## src/rtl/pipeline_pkg.sv

```systemverilog
// ---------------------------------------------------------------------------
// pipeline_pkg
// Definitions shared by the decode/execute boundary of the pipeline.
// Contents:
//   - default field widths, common with unit_control
//   - the bubble fill value (a bubble is every field zero)
//   - the halt-drain FSM state encoding
// ---------------------------------------------------------------------------
package pipeline_pkg;

  localparam int NB_PC       = 32;
  localparam int NB_DATA     = 32;
  localparam int NB_REG      = 5;
  localparam int NB_EX_CTRL  = 7;
  localparam int NB_MEM_CTRL = 6;
  localparam int NB_WB_CTRL  = 3;

  // Replicated across every field of the register bank to form a bubble.
  // Keeping it a single bit lets the bank stay parameterised in width.
  localparam logic BUBBLE_FILL = 1'b0;

  typedef enum logic [1:0] {
    RUN    = 2'b00,
    DRAIN  = 2'b01,
    HALTED = 2'b10
  } drain_state_e;

endpackage

```

## src/rtl/halt_drain_fsm.sv

```systemverilog
// ---------------------------------------------------------------------------
// halt_drain_fsm
// Tracks HALT through the back end of the pipeline. Once a HALT reaches the
// decode/execute boundary, the instructions already in EX/MEM/WB must retire.
// After that the pipeline reports itself halted. It also tells the register
// bank when to load a bubble instead of the decode-stage instruction.
// Ports:
//   i_clock          rising-edge clock
//   i_reset          asynchronous active-high reset
//   i_enable         advance this cycle; 0 freezes state and counter
//   i_flush          squash the decode-stage instruction
//   i_halt_detected  decode-stage instruction is HALT
//   o_bubble         bank should load a bubble on the next enabled edge
//   o_halt_pending   drain in progress or halted
//   o_halted         every instruction older than HALT has retired
// ---------------------------------------------------------------------------
module halt_drain_fsm
  import pipeline_pkg::*;
#(
  parameter int DRAIN_CYCLES = 3
) (
  input  logic i_clock,
  input  logic i_reset,
  input  logic i_enable,
  input  logic i_flush,
  input  logic i_halt_detected,
  output logic o_bubble,
  output logic o_halt_pending,
  output logic o_halted
);

  // The counter holds the number of further enabled edges to spend in DRAIN
  // after the current one. That makes HALTED arrive DRAIN_CYCLES edges after
  // the capture edge.
  localparam logic [1:0] DRAIN_LOAD = 2'(DRAIN_CYCLES - 1);

  drain_state_e state_q, state_d;
  logic [1:0]   count_q, count_d;

  // State and drain counter; reset forces RUN immediately.
  always_ff @(posedge i_clock or posedge i_reset) begin
    if (i_reset) begin
      state_q <= RUN;
      count_q <= 2'd0;
    end else begin
      state_q <= state_d;
      count_q <= count_d;
    end
  end

  // Next state. Nothing moves while disabled. Flush outranks HALT, so a
  // squashed HALT never starts a drain. The counter is only loaded in RUN
  // and only decremented in DRAIN, so it cannot wrap.
  always_comb begin
    state_d = state_q;
    count_d = count_q;
    if (i_enable) begin
      unique case (state_q)
        RUN: begin
          if (!i_flush && i_halt_detected) begin
            state_d = DRAIN;
            count_d = DRAIN_LOAD;
          end
        end
        DRAIN: begin
          if (count_q == 2'd0) begin
            state_d = HALTED;
          end else begin
            count_d = count_q - 2'd1;
          end
        end
        HALTED: begin
          state_d = HALTED;
        end
        default: begin
          state_d = RUN;
          count_d = 2'd0;
        end
      endcase
    end
  end

  // The bubble request depends on the inputs: the bank needs it on the same
  // edge as the flush or HALT. The status flags come only from the state
  // register.
  always_comb begin
    o_bubble       = (state_q != RUN) || i_flush || i_halt_detected;
    o_halt_pending = (state_q != RUN);
    o_halted       = (state_q == HALTED);
  end

endmodule

```

## src/rtl/id_ex_latch.sv

```systemverilog
// ---------------------------------------------------------------------------
// id_ex_latch
// Pipeline register between decode and execute. On every enabled edge it
// captures the EX/MEM/WB control bundles, operands, immediate, register
// indices and PC+4. A bubble (all zeros) replaces the instruction on flush,
// on HALT, and for the whole drain/halted period.
// Ports:
//   i_clock, i_reset          rising-edge clock, asynchronous active-high reset
//   i_enable                  advance the pipeline; 0 holds everything
//   i_flush                   squash the decode-stage instruction
//   i_halt_detected           decode-stage instruction is HALT
//   i_EX/M/WB_control         control bundles from unit_control
//   i_pc                      PC+4 of the decode-stage instruction
//   i_data_a/b, i_immediate   operands and extended immediate
//   i_rs/rt/rd/shamt          instruction fields
//   o_*                       registered copies of the above
//   o_halt_pending, o_halted  halt-drain status for the debug unit
// ---------------------------------------------------------------------------
module id_ex_latch
  import pipeline_pkg::*;
#(
  parameter int NB_PC        = pipeline_pkg::NB_PC,
  parameter int NB_DATA      = pipeline_pkg::NB_DATA,
  parameter int NB_REG       = pipeline_pkg::NB_REG,
  parameter int NB_EX_CTRL   = pipeline_pkg::NB_EX_CTRL,
  parameter int NB_MEM_CTRL  = pipeline_pkg::NB_MEM_CTRL,
  parameter int NB_WB_CTRL   = pipeline_pkg::NB_WB_CTRL,
  parameter int DRAIN_CYCLES = 3
) (
  input  logic                   i_clock,
  input  logic                   i_reset,
  input  logic                   i_enable,
  input  logic                   i_flush,
  input  logic [NB_EX_CTRL-1:0]  i_EX_control,
  input  logic [NB_MEM_CTRL-1:0] i_M_control,
  input  logic [NB_WB_CTRL-1:0]  i_WB_control,
  input  logic                   i_halt_detected,
  input  logic [NB_PC-1:0]       i_pc,
  input  logic [NB_DATA-1:0]     i_data_a,
  input  logic [NB_DATA-1:0]     i_data_b,
  input  logic [NB_DATA-1:0]     i_immediate,
  input  logic [NB_REG-1:0]      i_rs,
  input  logic [NB_REG-1:0]      i_rt,
  input  logic [NB_REG-1:0]      i_rd,
  input  logic [NB_REG-1:0]      i_shamt,
  output logic [NB_EX_CTRL-1:0]  o_EX_control,
  output logic [NB_MEM_CTRL-1:0] o_M_control,
  output logic [NB_WB_CTRL-1:0]  o_WB_control,
  output logic [NB_PC-1:0]       o_pc,
  output logic [NB_DATA-1:0]     o_data_a,
  output logic [NB_DATA-1:0]     o_data_b,
  output logic [NB_DATA-1:0]     o_immediate,
  output logic [NB_REG-1:0]      o_rs,
  output logic [NB_REG-1:0]      o_rt,
  output logic [NB_REG-1:0]      o_rd,
  output logic [NB_REG-1:0]      o_shamt,
  output logic                   o_halt_pending,
  output logic                   o_halted
);

  // All captured fields travel as one flat vector. This keeps the bubble
  // mux and the register a single statement each.
  localparam int NB_BANK = NB_EX_CTRL + NB_MEM_CTRL + NB_WB_CTRL + NB_PC
                         + 3 * NB_DATA + 4 * NB_REG;

  logic               bubble;
  logic [NB_BANK-1:0] bank_in;
  logic [NB_BANK-1:0] bank_d;
  logic [NB_BANK-1:0] bank_q;

  halt_drain_fsm #(
    .DRAIN_CYCLES (DRAIN_CYCLES)
  ) u_halt_drain_fsm (
    .i_clock         (i_clock),
    .i_reset         (i_reset),
    .i_enable        (i_enable),
    .i_flush         (i_flush),
    .i_halt_detected (i_halt_detected),
    .o_bubble        (bubble),
    .o_halt_pending  (o_halt_pending),
    .o_halted        (o_halted)
  );

  assign bank_in = {i_EX_control, i_M_control, i_WB_control, i_pc,
                    i_data_a, i_data_b, i_immediate,
                    i_rs, i_rt, i_rd, i_shamt};

  // A bubble replaces the instruction while a flush, HALT, drain or halt is
  // in effect.
  always_comb begin
    bank_d = bank_in;
    if (bubble) begin
      bank_d = {NB_BANK{BUBBLE_FILL}};
    end
  end

  // The bank only advances on enabled edges. Reset clears it immediately.
  always_ff @(posedge i_clock or posedge i_reset) begin
    if (i_reset) begin
      bank_q <= {NB_BANK{BUBBLE_FILL}};
    end else if (i_enable) begin
      bank_q <= bank_d;
    end
  end

  assign {o_EX_control, o_M_control, o_WB_control, o_pc,
          o_data_a, o_data_b, o_immediate,
          o_rs, o_rt, o_rd, o_shamt} = bank_q;

endmodule

```

## config.mk

```make
export PLATFORM = sky130hd
export DESIGN_NAME = id_ex_latch
export DESIGN_NICKNAME = d
export VERILOG_FILES = /design/src/rtl/pipeline_pkg.sv /design/src/rtl/halt_drain_fsm.sv /design/src/rtl/id_ex_latch.sv
export SDC_FILE = /design/constraint.sdc
export NUM_CORES = 1
export LEC_CHECK = 0
export ABC_AREA = 1
export ABC_CLOCK_PERIOD_IN_PS = 7200
export CAP_MARGIN = 20
export CORE_MARGIN = 2
export CORE_UTILIZATION = 40
export CTS_CLUSTER_SIZE = 8
export DETAILED_ROUTE_END_ITERATION = 10
export GPL_ROUTABILITY_DRIVEN = 0
export PLACE_DENSITY = 0.78
export SYNTH_ARGS = -nofsm -noshare
export SYNTH_HDL_FRONTEND = slang
export SYNTH_SLANG_ARGS = --single-unit
```

## constraint.sdc

```tcl
create_clock -name i_clock -period 7.2 [get_ports i_clock]
set_input_delay 1.08 -clock i_clock [delete_from_list [all_inputs] [get_ports i_clock]]
set_output_delay 1.08 -clock i_clock [all_outputs]
set_load 0.1 [all_outputs]
```

==> out/results.ini <==
[route]
vias=6127
ant_nets=0
drt-initial-drc-count=353
drc=0
wl_met2_um=9020
drt-pass1-iter-count=4
viasPerCell=4.70
routed-wl-met3_um=1870
top_layer_used=met4
drt_wl_total_um=19300
wl_per_cell_um=14.8
drt-met1-wl_um=7990

[power_and_ir_drop]
vdd_drop_max_v=0.000171
power_density_nw_per_um2=303
leakagePower_nw=4.52
power_w=0.00333

[layout]
multi_input_area_um2=1830
fin_nets=1236
final-seq-area_um2=4200
n_antenna_cell=0
drive_above_1_share_pct=3.72
areaGrowthSynthToFinish_pct=52.7
fillCellCount=1486

[timing]
fin_skew_ps=12.1
max_slew.worst_pin.slew_ps=1050
fin_crit_sh_pct=48.5
timing.fmax_mhz=286
rsz0062_at_grt=no
max-slew-margin-rel_pct=30.0
period_needed_ps=3490
setup_viol=0
hold_slack_ps=491
hold_viol=0
slew_viol_final=0
finalSetupTns_ps=0

[global_routing]
grt_overflow=0
grt_usage_pct=20.4
antenna_found_initial=0
grt_pass1_vias=6061
grt_max_degree=168
grt_pass1_wl_um=31400

[worst_setup_path]
crit_fanout=4
worstSetupPathType=flop to primary output
slowest_delay_ps=1160
required_ps=6120
cpMaxStageDelayCell=clkdlybuf4s50_1
cp_data_arrival_time_ps=2410
crit_path_end_kind=primary output
path_cells=inv_1 -> ha_1 -> inv_1 -> clkdlybuf4s50_1
crit_top_cell=inv_1
startpoint_type=flop

[synth]
synth_cells=757
ys_seq_area_share_pct=58.4
synth-seq-cells=168
syn_avg_cell_area_um2=9.52
syn_area_um2=7200
syn-num-nets=932
yosysWarnings=0
synth.distinct_cells=18

[floorplan]
core_area_um2=17800
die_area_um2=19100
die_x_um=138
io_pins=335
die_h_um=138
rows=49
start_util_pct=40.4

[clocking]
cts_hold_buf=0
cts_tree=yes
clk_pin_slew_worst_paths_ps=70
cts_buffers=17
clock-root-buffer=clkbuf_16
post_cts_resized=0
htree_levels=4
cts.sinks=168
insertion_delay_ps=430
clock_path_buffers=2
post_cts_buffers=0

[outcome]
status=finished, final reports clean

[job]
drv_cap=0

[hold_path]
min_path_type=flop to flop

[placement]
hpwlAfterDp_um=13100
port_buffers=334

==> power by group <==
group          total [W]  internal (W)  leakage, nW  switching [W]
combinational    0.00129      0.000317         1.92       0.000977
clock           0.000939      0.000533        0.299       0.000406
sequential       0.00110       0.00104         2.30      0.0000559
total            0.00333       0.00189         4.52        0.00144
==> cell families after synthesis <==
logic type	Yosys count	share of synthesized area [%]
AO/OA/AOI/OAI	168	11.7
flip-flops	168	58.4
buffers and inverters	231	16.3
adder cells (fa/ha/maj)	6	1.04
AND/OR/NAND/NOR	184	12.6
==> flip-flops by register name, summed over array words and instances (netlist names) <==
signal	flops
u_halt_drain_fsm.count_q	2
bank_q	164
u_halt_drain_fsm.state_q	2
==> cells in the mapped netlist (all sizes together) <==
cell type	n	area (um^2)
nand2	14	52.6
inv	176	661
clkbuf	17	75.1
nand3	166	831
nor2	3	11.3
dfrtp	168	4200
o21ai	166	831
ha	6	75.1
nor3	1	16.3
buf	38	437
a21oi	2	10.0
==> metal layers <==
| metal | track usage (%) | up-vias |
|---|---|---|
| li1 | - | 3015 |
| met1 | 24.9 | 2839 |
| met2 | 32.8 | 245 |
| met3 | 8.45 | 28 |
| met4 | 7.14 | 0 |
| met5 | 0 | - |
==> worst max-delay path: cells and delay by family (launching register included) <==
family | cells | cell delay [ps]
buffers and inverters | 3 | 1400
adder cells (fa/ha/maj) | 1 | 200
flip-flops | 1 | 400
==> cell usage in the layout (no fill, tap or decap), drive strengths merged <==
master and instances:
ha 6, a21oi 2, clkdlybuf4s50 333, buf 6
nand2 14, nand3 166, clkinv 4, bufinv 2
dfrtp 168, inv 183, nor3 1, nor2 3
clkbuf 20, o21ai 166
==> cell type report <==
class | instances | share of cell area, %
clock buffer | 19 | 4.03
clock inverter | 13 | 1.46
inverter | 176 | 6.05
multi-input combinational | 358 | 16.6
sequential | 168 | 38.2
tap | 229 | 2.61
timing repair buffer | 340 | 31.0
==> stage by stage <==
| step | util, % | setup WS (ps) | instances | instance area, um^2 |
|---|---|---|---|---|
| 6_report | 61.6 | 3710 | 1303 | 11000 |
| 3_3_place_gp | 58.1 | 3960 | 1270 | 10400 |
| 5_1_grt | 61.6 | 3600 | 1303 | 11000 |
| 4_1_cts | 61.5 | 3680 | 1302 | 11000 |
| 2_1_floorplan | - | 1570 | 757 | 7200 |
| 3_5_place_dp | 58.1 | 3960 | 1270 | 10400 |
==> final timing paths <==
| path | start | endpoint | slack, ps | cells past startpoint |
|---|---|---|---|---|
| setup / recovery | u_halt_drain_fsm.state_q[0] | o_halt_pending | 3710 | 4 |
| hold / removal | u_halt_drain_fsm.count_q[1] | u_halt_drain_fsm.count_q[1] | 490 | 2 |
| setup reg to reg | u_halt_drain_fsm.state_q[0] | bank_q[139] | 5230 | 8 |
| hold reg to reg | u_halt_drain_fsm.count_q[1] | u_halt_drain_fsm.count_q[1] | 490 | 2 |
| max in group asynchronous | i_reset | bank_q[58] | 4520 | 3 |
| min in group asynchronous | i_reset | bank_q[146] | 1200 | 2 |
Note: power is estimated with default switching activity, not from simulation.
